$ cat config.mk
export PLATFORM = sky130hd
export DESIGN_NAME = eth_txarb_rr_flat
export DESIGN_NICKNAME = d
export VERILOG_FILES = /design/src/rtl/eth_txarb_rr_if.sv /design/src/rtl/eth_txarb_rr.sv /design/src/flat_wrapper.sv
export SDC_FILE = /design/constraint.sdc
export NUM_CORES = 1
export LEC_CHECK = 0
export BUFFER_PORTS_ARGS = -buffer_cell sky130_fd_sc_hd__buf_2
export CORE_MARGIN = 2
export CORE_UTILIZATION = 49
export DETAILED_ROUTE_END_ITERATION = 10
export HOLD_SLACK_MARGIN = 0.15
export PLACE_DENSITY = 0.86
export SLEW_MARGIN = 10
export SYNTH_ARGS = -nofsm -noshare
export SYNTH_HDL_FRONTEND = slang
export SYNTH_SLANG_ARGS = --single-unit
export TNS_END_PERCENT = 5
$ cat constraint.sdc
create_clock -name clk -period 3.9 [get_ports clk]
set_input_delay 0.39 -clock clk [delete_from_list [all_inputs] [get_ports clk]]
set_output_delay 0.39 -clock clk [all_outputs]
set_load 0.01 [all_outputs]
$ cat src/rtl/eth_txarb_rr_if.sv
// Bundle between the per-source TX FIFOs, the arbiter and the MAC-side TX FIFO.
// The master side is the arbiter. The slave side is the FIFO environment around it.
interface eth_txarb_rr_if #(
   parameter int N_CH   = 2,
   parameter int DATA_W = 74
);
   localparam int CH_W = (N_CH > 1) ? $clog2(N_CH) : 1;

   logic [N_CH*DATA_W-1:0] fifo_dout;
   logic [N_CH-1:0]        fifo_empty;
   logic [N_CH-1:0]        fifo_rd_en;
   logic [DATA_W-1:0]      din;
   logic                   full;
   logic                   wr_en;
   logic [CH_W-1:0]        grant;
   logic                   busy;

   modport master (
      input  fifo_dout, fifo_empty, full,
      output fifo_rd_en, din, wr_en, grant, busy
   );

   modport slave (
      output fifo_dout, fifo_empty, full,
      input  fifo_rd_en, din, wr_en, grant, busy
   );
endinterface

$ cat src/rtl/eth_txarb_rr.sv
// N-channel whole-packet arbiter for the Ethernet TX path.
// It merges FWFT source FIFOs into one destination FIFO using round-robin or
// fixed priority. A packet, once granted, owns the output until its tlast word
// has been popped. Empty or full mid-packet stalls the transfer in place.
module eth_txarb_rr #(
   parameter int N_CH      = 2,
   parameter int DATA_W    = 74,
   parameter int TLAST_BIT = 1,
   parameter int RR_MODE   = 1
) (
   input  logic            clk,
   input  logic            rst,
   eth_txarb_rr_if.master  bus
);
   localparam int CH_W = (N_CH > 1) ? $clog2(N_CH) : 1;

   typedef enum logic {IDLE = 1'b0, XFER = 1'b1} state_t;

   state_t            state, state_nxt;
   logic [CH_W-1:0]   ptr;
   logic [CH_W-1:0]   pick;
   logic [CH_W-1:0]   grant_r;
   logic              start;
   logic              pop;
   logic              tlast;
   logic [DATA_W-1:0] word_sel;
   logic [DATA_W-1:0] din_p1;
   logic              wr_en_p1;

   // Successor of a channel index, wrapping at N_CH.
   function automatic logic [CH_W-1:0] next_ch(input logic [CH_W-1:0] ch);
      if (int'(ch) >= N_CH - 1)
         return '0;
      return ch + 1'b1;
   endfunction

   // Arbitration starts only when the destination has room and someone is waiting.
   assign start = !bus.full && !(&bus.fifo_empty);

   // A pop is allowed only while we own a channel that has data and room exists.
   // Reset gates it so an aborted packet leaves its remaining words in the source.
   assign pop   = (state == XFER) && !rst && !bus.fifo_empty[grant_r] && !bus.full;
   assign tlast = word_sel[TLAST_BIT];

   // Word offered by the currently granted channel.
   always_comb begin
      word_sel = bus.fifo_dout[int'(grant_r)*DATA_W +: DATA_W];
   end

   // Choose a channel: search upward from ptr in RR mode, or from channel 0 in priority mode.
   // The loop runs downward so the nearest non-empty channel is the last one assigned.
   always_comb begin
      int idx;
      idx  = 0;
      pick = '0;
      for (int i = N_CH - 1; i >= 0; i--) begin
         idx = (RR_MODE != 0) ? int'(ptr) + i : i;
         if (idx >= N_CH)
            idx = idx - N_CH;
         if (!bus.fifo_empty[idx])
            pick = CH_W'(idx);
      end
   end

   // FSM state register.
   always_ff @(posedge clk) begin
      if (rst)
         state <= IDLE;
      else
         state <= state_nxt;
   end

   // FSM next-state logic: leave IDLE on a grant, and leave XFER on the tlast pop.
   always_comb begin
      state_nxt = state;
      case (state)
         IDLE:    if (start) state_nxt = XFER;
         XFER:    if (pop && tlast) state_nxt = IDLE;
         default: state_nxt = IDLE;
      endcase
   end

   // FSM outputs: a one-hot pop strobe towards the granted source, and the busy flag.
   always_comb begin
      bus.fifo_rd_en = '0;
      if (pop)
         bus.fifo_rd_en[grant_r] = 1'b1;
      bus.busy = (state == XFER);
   end

   // Grant, round-robin pointer and the registered write towards the destination FIFO.
   always_ff @(posedge clk) begin
      if (rst) begin
         grant_r  <= '0;
         ptr      <= '0;
         din_p1   <= '0;
         wr_en_p1 <= 1'b0;
      end else begin
         wr_en_p1 <= pop;
         if (pop)
            din_p1 <= word_sel;
         if (state == IDLE && start)
            grant_r <= pick;
         if (pop && tlast && RR_MODE != 0)
            ptr <= next_ch(grant_r);
      end
   end

   assign bus.din   = din_p1;
   assign bus.wr_en = wr_en_p1;
   assign bus.grant = grant_r;
endmodule

$ cat src/flat_wrapper.sv
// flat-port wrapper written by rule: the top's interface ports become plain ports
module eth_txarb_rr_flat 
#(
   parameter int N_CH      = 2,
   parameter int DATA_W    = 74,
   parameter int TLAST_BIT = 1,
   parameter int RR_MODE   = 1
)
  (clk, rst, bus_fifo_dout, bus_fifo_empty, bus_full, bus_fifo_rd_en, bus_din, bus_wr_en, bus_grant, bus_busy);
  eth_txarb_rr_if #(.N_CH(N_CH), .DATA_W(DATA_W)) bus_i ();
  input  logic clk;
  input  logic rst;
  input wire logic [$bits(bus_i.fifo_dout)-1:0] bus_fifo_dout;
  input wire logic [$bits(bus_i.fifo_empty)-1:0] bus_fifo_empty;
  input wire logic [$bits(bus_i.full)-1:0] bus_full;
  output wire logic [$bits(bus_i.fifo_rd_en)-1:0] bus_fifo_rd_en;
  output wire logic [$bits(bus_i.din)-1:0] bus_din;
  output wire logic [$bits(bus_i.wr_en)-1:0] bus_wr_en;
  output wire logic [$bits(bus_i.grant)-1:0] bus_grant;
  output wire logic [$bits(bus_i.busy)-1:0] bus_busy;
  assign bus_i.fifo_dout = bus_fifo_dout;
  assign bus_i.fifo_empty = bus_fifo_empty;
  assign bus_i.full = bus_full;
  assign bus_fifo_rd_en = bus_i.fifo_rd_en;
  assign bus_din = bus_i.din;
  assign bus_wr_en = bus_i.wr_en;
  assign bus_grant = bus_i.grant;
  assign bus_busy = bus_i.busy;
  eth_txarb_rr #(.N_CH(N_CH), .DATA_W(DATA_W), .TLAST_BIT(TLAST_BIT), .RR_MODE(RR_MODE)) u_core (.clk(clk), .rst(rst), .bus(bus_i));
endmodule
==> out/results.txt <==
Fin cells -> 679
Number of global-route vias before repair -> 3,691
Vias -> 3,688
WHS Path Cells -> 2
Mean post-synth cell area -> 12.4 µm²
Worst slack at placement -> 1.44 ns
Startpoint types -> flip-flop
Hold Path Class -> input port to flip-flop
RR Startpoint -> u_core.bus.grant
Num rows -> 34
Crit-path max FO -> 48
Post-place instance area -> 5340 µm²
Largest net degree at the start of global routing -> 75
HP Start -> bus_fifo_dout[1]
Iteration-0 DRC Markers -> 57
Yosys warning count -> 0
Post-route ant nets -> 0
Commonest non-fill, non-tap cell in the layout -> buf_2
Critical path arrival -> 2.52 ns
Wirelength per Cell -> 15.8 µm
R2r setup slk -> 1.57 ns
Final TNS setup -> 0 ns
Tmin final -> 2.33 ns
Max Cap Viol -> 0
Leak -> 2.22 nW
Fin area -> 5540 µm²
Clock sink count -> 78
Worst Setup End Kind -> flip-flop
Routed wire length -> 10,700 µm
RSZ-0062 raised after global routing -> no
Pwr Density -> 318 nW/µm²
Cts hold-fix bufs -> 0
Post-DP HPWL -> 7670 µm
Most frequent cells in the layout -> buf_2, dfxtp_1, mux2i_1
Final Slew Violations -> 0
Setup bufs post-CTS -> 0
PortBufs -> 231
Vias/cell -> 5.43
R2r endpoint -> u_core.bus.din[18]
Clock transition at path regs -> 0.07 ns
Layout area overhead -> 24.4%
Post-synthesis cell count -> 359
Maximum clock frequency -> 428 MHz
Die W -> 99.3 µm
Worst Max-Slew Pin Slew -> 1.18 ns
CTS root buffer -> clkbuf_8
Peak VDD IR -> 0.149 mV
Critical setup path kind -> flip-flop to flip-flop
H-tree depth -> 3
Residual DRC -> 0
Layout fillers -> 732
Worst-skew pair later-pin latency -> 0.34 ns
Total grt overflow -> 0
# setup viols final -> 0
DRT Pass-1 Iters -> 4
Top cells by area, synth -> dfxtp_1, a211oi_2, mux2i_1, a21oi_2, buf_12
Die area -> 9870 µm²
Max-slew headroom -> 21.2%
Period utilization -> 59.9%
Mapped Area -> 4450 µm²
Core area -> 8760 µm²
Clock skew -> 0.0108 ns
Num CTS Buffers -> 9
CP required -> 4.09 ns
IO Pins -> 232
Die height -> 99.3 µm
# resized after CTS -> 0
Net Count, Synth -> 512
Post-synthesis cell type count -> 27
Reg2Reg Depth -> 5
Post-synth top area share -> 35.1%
WHS -> 0.282 ns
Nets -> 719
Final WS setup -> 1.57 ns
Global-route usage over all layers -> 21.1%
N_diodes -> 0
WHS Endpoint -> u_core.ptr
Gpl congestion -> 0.743
Share of layout cells above drive strength 1 -> 69.7%
Clock Path Buffers -> 2
Initial Util -> 50.8%
Seq/Total Area, Yosys -> 35.1%
First-pass GRT wire length -> 17,000 µm
Hold Fails Final Rpt -> 0
DP Cell Count -> 663
#FFs+latches synth -> 78
Initial antenna violation count -> 0
CTS tree -> built
Status -> completed
Area leader, netlist -> dfxtp_1
==> worst max path at each step <==
stage | from | to | cells past startpoint
floorplan | u_core.bus.grant | bus_fifo_rd_en[1] | 4
global placement | rst | u_core.ptr | 5
detailed placement | rst | u_core.ptr | 5
CTS | u_core.bus.grant | u_core.bus.din[73] | 5
global route | u_core.bus.grant | u_core.bus.din[18] | 5
finish | u_core.bus.grant | u_core.bus.din[18] | 5
==> stage by stage <==
step	util, %	power [mW]
floorplan	-	1.08
global placement	61.0	1.16
detailed placement	61.0	1.17
CTS	63.2	1.78
global route	63.2	1.84
finish	63.2	1.76
==> where the power goes <==
group / total, mW / switching, mW / leakage, nW / internal [mW]
clock: 0.611 / 0.299 / 0.102 / 0.311
combinational: 0.309 / 0.168 / 1.49 / 0.141
sequential: 0.842 / 0.0242 / 0.632 / 0.818
total: 1.76 / 0.491 / 2.22 / 1.27
==> layer usage <==
layer  track usage (%)  vias to the layer above  wire length (µm)
li1                  -                     1775                 -
met1              24.9                     1747              4400
met2              37.9                      149              5440
met3              3.94                       17               733
met4              7.80                        0               171
met5                 0                        -                 0
==> cells in the mapped netlist, drive strengths merged <==
library cell,instances
a31o,1
dfxtp,78
nor3b,2
nor2,1
inv,2
mux2,1
nand2,1
o21ai,2
nor3,3
buf,37
mux2i,75
nand4b,1
a211oi,73
a21oi,75
clkbuf,4
or3b,1
a32o,1
o31ai,1
==> worst max-delay path, stage by stage, from the launching register on <==
cell      delay [ns]
dfxtp_4         0.79
mux2i_4         0.36
nand2_2         0.09
clkinv_2        0.41
buf_12          0.35
a211oi_1        0.12
==> final cells by class <==
| cell class | count | area [µm²] | area share, % |
|---|---|---|---|
| clock inverters | 6 | 61.3 | 1.11 |
| multi-input cells | 238 | 2420 | 43.6 |
| flip-flops and latches | 78 | 1570 | 28.3 |
| well taps | 108 | 135 | 2.44 |
| clock buffers | 10 | 138 | 2.48 |
| repair buffers | 237 | 1220 | 22.0 |
| inverters | 2 | 8.76 | 0.158 |
==> flip-flops by register name (all words and copies together), names as in the netlist <==
signal	cells
u_core.bus.din	74
u_core.bus.busy	1
u_core.ptr	1
u_core.bus.wr_en	1
u_core.bus.grant	1
==> cells by family after synthesis <==
family	after synthesis	share of synthesized area [%]
AOI/OAI and AO/OA	153	35.3
DFF	78	35.1
muxes	76	17.4
buffers and inverters	43	10.7
and+or+nand+nor	9	1.55
(Power assumes the default switching activity.)
